File: config.mk
export PLATFORM = sky130hd
export DESIGN_NAME = exp_request_scheduler
export DESIGN_NICKNAME = d
export VERILOG_FILES = /design/src/rtl/exp_request_scheduler.sv
export SDC_FILE = /design/constraint.sdc
export NUM_CORES = 1
export LEC_CHECK = 0
export CORE_AREA = 5 5 178 180
export CTS_BUF_LIST = sky130_fd_sc_hd__clkbuf_8
export CTS_CLUSTER_DIAMETER = 80
export CTS_CLUSTER_SIZE = 24
export DETAILED_ROUTE_END_ITERATION = 7
export DIE_AREA = 0 0 183 185
export HOLD_SLACK_MARGIN = 0.06
export PLACE_DENSITY = 0.66
export SLEW_MARGIN = 20
export SYNTH_ARGS = -nofsm -noshare
export SYNTH_HDL_FRONTEND = slang
export SYNTH_SLANG_ARGS = --single-unit
File: constraint.sdc
create_clock -name clk -period 2.8 [get_ports clk]
set_input_delay 0.56 -clock clk [delete_from_list [all_inputs] [get_ports clk]]
set_output_delay 0.56 -clock clk [all_outputs]
set_load 0.05 [all_outputs]
File: src/rtl/exp_request_scheduler.sv
// exp_request_scheduler: round-robin sharing of one fixed-latency exp(-x) pipeline among
// N_REQ requesters, with per-requester credits and an id tag pipe that routes results back.
module exp_request_scheduler #(
  parameter int          N_REQ   = 4,
  parameter int          LATENCY = 20,
  parameter int          MAX_OUT = 8,
  parameter logic [63:0] XMAX    = 64'h0000_002C_0000_0000
) (
  input  logic                clk,
  input  logic                rst,
  input  logic [N_REQ-1:0]    req_valid,
  input  logic [64*N_REQ-1:0] req_x,
  output logic [N_REQ-1:0]    req_ready,
  output logic [63:0]         exp_x,
  input  logic [63:0]         exp_y,
  output logic [N_REQ-1:0]    rsp_valid,
  output logic [63:0]         rsp_y,
  output logic                busy
);
  localparam int IW = $clog2(N_REQ);
  localparam int CW = $clog2(MAX_OUT + 1);
  // one tag stage rides alongside the exp_x register, then LATENCY more line up with exp_y
  localparam int D = LATENCY + 1;
  logic [IW-1:0] ptr, gid;
  logic          gnt, gz;
  logic [63:0]   gx;
  logic [N_REQ-1:0] elig;
  logic [CW-1:0] cnt [N_REQ];
  logic [D-1:0]  tv, tz;
  logic [IW-1:0] tid [D];
  int            idx;
  always_comb begin
    elig = '0;
    gnt = 1'b0;
    gid = '0;
    idx = 0;
    for (int i = 0; i < N_REQ; i++) elig[i] = req_valid[i] && (cnt[i] < CW'(MAX_OUT));
    for (int k = N_REQ - 1; k >= 0; k--) begin
      idx = int'(ptr) + k;
      idx = (idx >= N_REQ) ? idx - N_REQ : idx;
      if (elig[idx]) begin
        gnt = 1'b1;
        gid = IW'(idx);
      end
    end
  end
  assign req_ready = gnt ? (N_REQ'(1) << gid) : '0;
  assign gx        = req_x[64*gid +: 64];
  assign gz        = gx >= XMAX;
  assign busy      = (|tv) || (|rsp_valid);
  always_ff @(posedge clk) begin
    if (!rst) begin
      ptr       <= '0;
      exp_x     <= '0;
      tv        <= '0;
      tz        <= '0;
      rsp_valid <= '0;
      rsp_y     <= '0;
      for (int i = 0; i < N_REQ; i++) cnt[i] <= '0;
      for (int d = 0; d < D; d++) tid[d] <= '0;
    end else begin
      if (gnt) ptr <= (gid == IW'(N_REQ - 1)) ? '0 : gid + IW'(1);
      exp_x  <= (gnt && !gz) ? gx : '0;
      tv     <= {tv[D-2:0], gnt};
      tz     <= {tz[D-2:0], gnt && gz};
      tid[0] <= gid;
      for (int d = 1; d < D; d++) tid[d] <= tid[d-1];
      rsp_valid <= tv[D-1] ? (N_REQ'(1) << tid[D-1]) : '0;
      if (tv[D-1]) rsp_y <= tz[D-1] ? '0 : exp_y;
      // grant and release on the same requester cancel out
      for (int i = 0; i < N_REQ; i++)
        cnt[i] <= cnt[i] + CW'(gnt && gid == IW'(i)) - CW'(tv[D-1] && tid[D-1] == IW'(i));
    end
  end
endmodule

# After elaboration in Yosys (flattened, before gate mapping)
# Memories as Yosys holds them, arrays and structs flattened.
# Index checks and enable logic that the tools add are counted.
# W data, S select, Z words.
[word_totals]
regBits = 176
ramBits = 58
word_cells = 147
n_memories = 2
[classes]
n_eq_ne = 6
bitwise = 25
mux = 54
n_shift = 3
order_cmp = 13
addsub = 16
reduce_logical = 22
[mem_list]
columns = ["memory", "depth", "word_bits", "read_ports", "rd_clocked_by_memory_dff", "write_ports", "line_no", "source"]
rows = [
  ["tid", 21, 2, 21, 0, 21, "30", "logic [IW-1:0] tid [D];"],
  ["cnt", 4, 4, 4, 0, 4, "28", "logic [CW-1:0] cnt [N_REQ];"],
]
[ops]
columns = ["op", "n"]
rows = [
  ["$shiftx A256 B9 Y64", 1],
  ["$lt A32 B4 Y1 const B", 4],
  ["$mux W32", 4],
  ["$ge A64 B38 Y1 const B", 1],
  ["$mux W64", 1],
  ["$mux W2", 26],
  ["$or A1 B1 Y1", 25],
  ["$reduce_or A21 Y1", 1],
  ["$mux W4", 5],
  ["$add A4 B1 Y4", 4],
  ["$lt A4 B4 Y1 const B", 4],
  ["$sub A4 B1 Y4", 4],
  ["$logic_and A1 B1 Y1", 14],
  ["$mux W1", 14],
  ["$sub A3 B3 Y4 const B", 3],
  ["$ge A3 B3 Y1 const B", 3],
  ["$bmux W1 S2", 4],
  ["$eq A2 B2 Y1 const B", 4],
  ["$shl A1 B2 Y4 const A", 2],
  ["$add A2 B2 Y3 const B", 2],
  ["$eq A2 B1 Y1 const B", 2],
  ["$logic_not A2 Y1", 2],
  ["$reduce_and A2 Y1", 2],
  ["$reduce_or A4 Y1", 1],
  ["6 further kinds", 6],
]

# Logic depth before layout (Yosys ltp)
# Gate-level depths: netlist of the first run.
[depth]
ltp_word = 15
depth_mapped = 14
depth_no_buf = 12

# Worst setup path after synthesis of the first run
# No wires, ideal clock.
[synth_path]
path_kind = "input to register"
start = "in req_valid[1]"
end = "mem cnt[2][2] in the netlist's numbering"
path_buffers = 2
arrival_ps = 3013
slack_ps = -341
cell_stages = 12
path_cell_list = "nor2b_1 > and3_1 > nor3_4 > buf_6 > buf_4 > ha_1 > and2_1 > ha_1 > inv_1 > fa_1 > xor2_1 > nor2_1"
[synth_lines]
columns = ["item", "line_no", "source"]
rows = [
  ["from (decl)", "11", "input logic [N_REQ-1:0] req_valid,"],
  ["to (decl)", "28", ""],
]

# Final worst setup path of the first run
[layout_path]
start = "reg ptr[0]"
end = "out req_ready[0]"
[layout_between]
elab_chain_len = 12
elab_cells_between_ends = 37
classes_between = "add/sub (7); order compare (4); shift (1); mux (25)"
[layout_lines]
columns = ["item", "line_no", "source"]
rows = [
  ["from (decl)", "24", "logic [IW-1:0] ptr, gid;"],
  ["from (signal assigned)", "62", "if (gnt) ptr <= (gid == IW'(N_REQ - 1)) ? '0 : gid + IW'(1);"],
  ["$add A2 B2 Y3", "39", "idx = int'(ptr) + k;"],
  ["$sub A3 B3 Y4 or $ge A3 B3 Y1 (tied branches)", "40", "idx = (idx >= N_REQ) ? idx - N_REQ : idx;"],
  ["$mux W32", "40", ""],
  ["$bmux W1 S2", "41", "if (elig[idx]) begin"],
  ["$mux W1 (implied by the code) (2 in a row)", "41", ""],
  ["$mux W2 (4 in a row)", "41", ""],
  ["$shl A1 B2 Y4", "47", "assign req_ready = gnt ? (N_REQ'(1) << gid) : '0;"],
  ["$mux W4 (*)", "47", ""],
  ["to (decl)", "13", "output logic [N_REQ-1:0] req_ready,"],
]
# Mark *: on every way between the ends. The rest lies on a longest branch, timed or not. The select of a mux whose other input is x is not followed.

==> run summary, run 1 <==
Final Util: 50.7%
top post-synthesis cells by area: dfxtp_1 (50%), mux2i_1 (8.0%), and2_1 (5.9%)
failing checks: negative setup slack
reg2reg path depth: 12
Synth Flop Type: dfxtp_1
synth-to-layout area growth: 63.1%
r2r startpoint: ptr[0]$_SDFFE_PN0P_
main combinational cell family by area after synthesis: simple AND/OR/NAND/NOR gates
Seq cells post-synth: 234
Skew-Pair Late Insertion Delay: 540 ps
Synth async-reset ratio: 0%
drt wl/cell: 17.8 um
Register-to-Register Setup Slack: 180 ps
post-synthesis sequential area ratio: 50.2%
Critical Path AT: 2280 ps
port buffer count: 462
Finish-stage setup viols: 3
Worst Path Class, Setup: reg2out
Starting Density: 31.1%
crit path cell chain: or3b_4 -> o211a_1 -> o22a_2 -> buf_6 -> inv_6 -> ha_4 -> and2_4 -> buf_12
setup ws final: -37.6 ps
IO Pins: 463
layout cell share with drive strength beyond 1: 11.0%
antenna violations before repair: 5
met1 wire length: 12500 um
Worst setup SP type: flip-flop
CP Capture Point: req_ready[0]
highest metal used: met5
Design Power: 9.49 mW
area leader, netlist: dfxtp_1
setup TNS: -66.0 ps
WHS: 314 ps
die width: 183 um
# DRC: 0
area share of the leading cell type in the synthesized netlist: 50.2%
Synth Area in Adders: 3.54%
CTS tree: built
DP HPWL: 25600 um
Leak: 5.98 nW
Hold Crit Class: in2reg
DR iter-0 viols: 290
top post-synthesis cells by count: dfxtp_1 (234), and2_1 (88), nor2_1 (88)
Yosys cell types: 50
area share of and/or/nand/nor cells after synthesis: 18.6%
final RePlAce weighted congestion: 0.867
Worst Path Required: 2240 ps
Post-CTS Hold Buffers: 0
post-synthesis xor/xnor area fraction: 1.13%
Post-synth EDFFs: 0
Period Utilization, post-route: 101%
compound-gate portion of the synthesized area: 9.93%
NumNets Final: 1756
vias in the first global route: 8575
clock root cell: clkbuf_8
Vias/cell: 4.52
most frequent cell after synthesis: dfxtp_1
Die ar.: 33900 sq um
unrepaired setup endpoints after global routing: true
core area: 30000 sq um
vias: 8201
global route total overflow: 0
FF-to-FF End: cnt[3][1]$_SDFF_PN0_
Routed WL: 32300 um
largest net degree at the start of global routing: 84
Slew headroom: 41.7%
drt first pass iters: 5
Worst-Margin Slew: 875 ps
first-pass GRT wire length: 48300 um
Hold Vio Cnt, Final: 0
synthesized instance count: 914
max-slew violations: 0
clock buffer depth: 3
run status: complete, but fails checks
GRT Total Usage: 18.1%
Worst VDD drop: 0.443 mV
Final Critical Period: 2840 ps
cell area power density: 624 nW/um^2
Worst path max stage delay: 390 ps
WL met3: 3360 um
CP endpoint kind: output port
Synth Cell Area: 9330 sq um
H-tree Lvls: 1
wire length on met2: 15600 um
# rows: 64
Max Freq: 352 MHz
Yosys warnings: 0
Worst Path Max Fanout: 6
post-route ant nets: 0
Mean Syn Cell Area: 10.2 sq um
CTS sink cnt: 234
CP max stage cell: dfxtp_4
multiplexer share of the synthesized area: 12.5%
Setup crit start: ptr[0]$_SDFFE_PN0P_
clock skew: 32.7 ps
total CTS buffers: 16
Die Y: 185 um
CTS clk-pin slew, worst paths: 140 ps
max-cap violations: 0
worst min-delay path by stage:
stage	slack, ps	to	depth (start not counted)	from
after global routing	290	tid[2][1]$_SDFF_PN0_	2	rst
after CTS	300	tid[2][5]$_SDFF_PN0_	2	rst
after floorplan	410	tid[0][10]$_SDFF_PN0_	1	tid[0][8]$_SDFF_PN0_
after detailed placement	420	tid[2][6]$_SDFF_PN0_	1	tid[2][4]$_SDFF_PN0_
final	310	tid[2][5]$_SDFF_PN0_	2	rst
after global placement	410	tz[19]$_SDFF_PN0_	1	tz[18]$_SDFF_PN0_
registers in the layout, summed over array words and instances, names as in the netlist:
signal / cells
exp_x: 64
rsp_valid: 4
rsp_y: 64
ptr: 2
tid: 42
tz: 21
cnt: 16
tv: 21
cells by family after synthesis:
group	after synthesis
and+or+nand+nor	312
DFF	234
AOI/OAI and AO/OA	133
muxes	112
buffers and inverters	86
adders and majority gates	24
xor gates and xnor gates	12
other	1
critical path, delay by kind of cell, from the launching register on:
| kind | cells | cell delay (ps) |
|---|---|---|
| AND/OR/NAND/NOR | 2 | 530 |
| buffers and inverters | 3 | 340 |
| AO/OA/AOI/OAI | 2 | 350 |
| adder cells (fa/ha/maj) | 1 | 120 |
| flip-flops | 1 | 390 |
cell type report:
type                            count  area [sq um]
Antenna cell                        6          15.0
Clock buffer                       17           234
Clock inverter                      7          97.6
Fill cell                        2788         14800
Inverter                           31           126
Multi-Input combinational cell    619          4490
Sequential cell                   234          4700
Tap cell                          396           495
Timing Repair Buffer              504          5060
layout by cell type, fill, tap and decap left out, types with 7 or more instances in the layout:
master,instances
a211oi_1,17
ha_1,15
nand2_1,7
conb_1,26
a21oi_1,74
and2_1,84
dfxtp_1,229
buf_4,33
mux2_2,31
inv_1,26
nor2_1,88
clkbuf_8,17
buf_12,10
mux2i_1,75
nor2b_1,64
clkdlybuf4s50_1,453
xor2_1,8
nor4_1,26
a211oi_2,20
timing repair:
item,4_1_cts,5_1_grt
pin swaps,7,4
setup buffers,9,0
gates resized for setup,30,5
endpoints found under the setup margin,4,5
cloned,0,0
power breakdown:
group | switching [mW] | internal, mW
registers | 0.103 | 3.57
logic | 2.06 | 1.93
clock network | 1.20 | 0.639
routing by layer:
layer | track usage (%) | vias up
met4 | 4.71 | 2
met1 | 20.1 | 3761
li1 | - | 4067
met3 | 7.05 | 40
met5 | 0 | -
met2 | 32.3 | 331
through the flow:
step	worst slack (ps)	area (sq um)	cells
floorplan	-79.5	9490	939
global route	-132	15200	1813
global placement	-431	14700	1778
detailed placement	-466	14700	1778
finish	-37.6	15200	1814
CTS	-45.1	15200	1808
No activity file was read; power rests on OpenSTA's default activity.
==> inputs of run 2 (changes only) <==
- CORE_AREA: 5 5 178 180 -> 5 5 179 181
- DIE_AREA: 0 0 183 185 -> 0 0 184 186
- PLACE_DENSITY: 0.66 -> 0.62
- clock period: 2.8 -> 3.1 ns (I/O delays scaled with it)
==> run 2 against run 1 <==
Net effect:
- the run now ends clean
- cell count decreased by 0.83%
- critical endpoint unchanged
- largest power group unchanged
- die area increased by 1.1%
- via count decreased by 1.7%
==> run summary, run 2 (synthesis results as in run 1) <==
run status: finished, final reports clean
unrepaired setup endpoints after global routing: false
Hold Crit Class: reg2reg
Critical Path AT: 2400 ps (+120 ps)
Skew-Pair Late Insertion Delay: 520 ps (-20 ps)
Worst setup SP type: input pin
biggest regs: exp_x (64), rsp_y (64), tid (42)
cell depth of the worst setup path: 10 (+2)
Final Critical Period: 3020 ps
Worst Path Max Fanout: 4 (-2)
largest net degree at the start of global routing: 87 (+3.6%)
Critical path buffers and inverters: 5 (+2)
crit path cell chain: clkdlybuf4s50_1 -> nor2b_1 -> and3_1 -> nor3_4 -> buf_6 -> inv_4 -> ha_2 -> and2_4 -> buf_4 -> buf_12
max-slew violations: 0 (unchanged)
Routed WL: 33400 um (+3.3%)
FF-to-FF End: cnt[3][2]$_SDFF_PN0_
Worst VDD drop: 0.423 mV (-4.4%)
Die ar.: 34200 sq um (+1.1%)
Final Util: 49.5% (-1.2 points)
Finish-stage setup viols: 0 (-3)
Worst-Margin Slew: 917 ps (+41.8 ps)
# DRC: 0 (unchanged)
CTS sink cnt: 234 (unchanged)
Leak: 5.90 nW (-1.4%)
r2r startpoint: ptr[0]$_SDFFE_PN0P_
total CTS buffers: 14 (-2)
Worst Path Class, Setup: in2out
drt wl/cell: 18.5 um (+4.2%)
drt first pass iters: 4 (-1)
IO Pins: 463 (unchanged)
clock buffer depth: 3 (unchanged)
CTS clk-pin slew, worst paths: 130 ps (about the same)
DP Cell Count: 1774 (-0.22%)
layout cell share with drive strength beyond 1: 9.35% (-1.7 points)
final RePlAce weighted congestion: 0.856 (-1.3%)
Register-to-Register Setup Slack: 400 ps (+220 ps)
global route total overflow: 0 (unchanged)
Setup crit start: req_valid[1]
CP Capture Point: req_ready[0]
antenna violations before repair: 5 (unchanged)
synth-to-layout area growth: 60.6%
Worst path max stage delay: 440 ps (+50 ps)
clock skew: 22.1 ps (-10.6 ps)
Worst Path Required: 2480 ps (+240 ps)
Design Power: 8.31 mW (-12%)
Vias/cell: 4.48 (-0.88%)
first-pass GRT wire length: 48800 um (+1.1%)
port buffer count: 462 (unchanged)
CP endpoint kind: output port
vias: 8062 (-1.7%)
crit-path leading delay family: buffers and inverters
die width: 184 um (+0.55%)
post-route ant nets: 0 (unchanged)
Slew headroom: 38.9% (-2.8 points)
GRT Total Usage: 18.5% (+0.46 points)
Hold Vio Cnt, Final: 0 (unchanged)
Max Freq: 331 MHz
H-tree Lvls: 1 (unchanged)
CP max stage cell: clkdlybuf4s50_1
DP HPWL: 26700 um (+4.3%)
Period Utilization, post-route: 97.4%
reg2reg path depth: 12 (unchanged)
vias in the first global route: 8202 (-4.3%)
CTS tree: built
Post-CTS Hold Buffers: 0 (unchanged)
Die Y: 186 um (+0.54%)
Starting Density: 30.8% (-0.25 points)
NumNets Final: 1747 (-0.51%)
commonest non-fill, non-tap cell in the layout: clkdlybuf4s50_1
DR iter-0 viols: 222 (-23%)
core area: 30300 sq um (+0.80%)
# rows: 64 (unchanged)
commonest non-fill, non-tap cells in the layout: clkdlybuf4s50_1 (453), dfxtp_1 (231), nor2_1 (88), and2_1 (84), mux2i_1 (75)
non-filler cells, final: 1799 (-0.83%)
max-cap violations: 0 (unchanged)
cell area power density: 554 nW/um^2 (-11%)
clock root cell: clkbuf_8
-- run 2: cell count changes in the layout (fill, tap and decap cells not counted), sizes merged --
cell	delta
buf	-8
bufinv	+1
clkbuf	-2
clkinv	-1
diode	-4
dlygate4sd2	+2
dlymetal6s2s	-1
inv	-2
-- run 2: what timing repair did --
action,4_1_cts,5_1_grt
resized for setup,13,7
pin swaps,1,0
buffers inserted,1,3
cloned,0,0
setup endpoints to repair,4,2
-- run 2: per-layer routing --
layer	track usage, %	share of wire (%)
met3	7.54	11
met1	21.0	39
met2	33.0	49
met5	0	0.10
met4	3.70	1.4
-- run 2: through the flow --
| step | cell area, sq um | hold slack [ps] | worst slack [ps] | TNS, ps |
|---|---|---|---|---|
| 2_1_floorplan | 9430 | 412 | 26.2 | 0 |
| 3_3_place_gp | 14600 | 413 | -268 | -4910 |
| 3_5_place_dp | 14600 | 419 | -276 | -7450 |
| 4_1_cts | 14900 | 439 | 1.70 | 0 |
| 5_1_grt | 15000 | 460 | 0.823 | 0 |
| 6_report | 15000 | 434 | 80.5 | 0 |
-- run 2: how the worst min path moves through the flow --
stage	start	end	cells after the start
after floorplan	tid[0][8]$_SDFF_PN0_	tid[0][10]$_SDFF_PN0_	1
after global placement	tid[1][8]$_SDFF_PN0_	tid[1][10]$_SDFF_PN0_	1
after detailed placement	tz[2]$_SDFF_PN0_	tz[3]$_SDFF_PN0_	1
after CTS	tz[19]$_SDFF_PN0_	tz[20]$_SDFF_PN0_	1
after global routing	tz[19]$_SDFF_PN0_	tz[20]$_SDFF_PN0_	1
final	tz[19]$_SDFF_PN0_	tz[20]$_SDFF_PN0_	1
-- run 2: area by class of cell --
cell class / instances / area [sq um]
Inverter: 31 / 121
Sequential cell: 234 / 4690
Clock inverter: 5 / 67.6
Fill cell: 2841 / 15300
Timing Repair Buffer: 497 / 4980
Clock buffer: 15 / 206
Antenna cell: 2 / 5.00
Multi-Input combinational cell: 619 / 4420
Tap cell: 396 / 495
-- run 2: report_power, final --
group	internal [mW]	switching [mW]
clock	0.554	0.953
sequential	3.22	0.0998
combinational	1.69	1.79
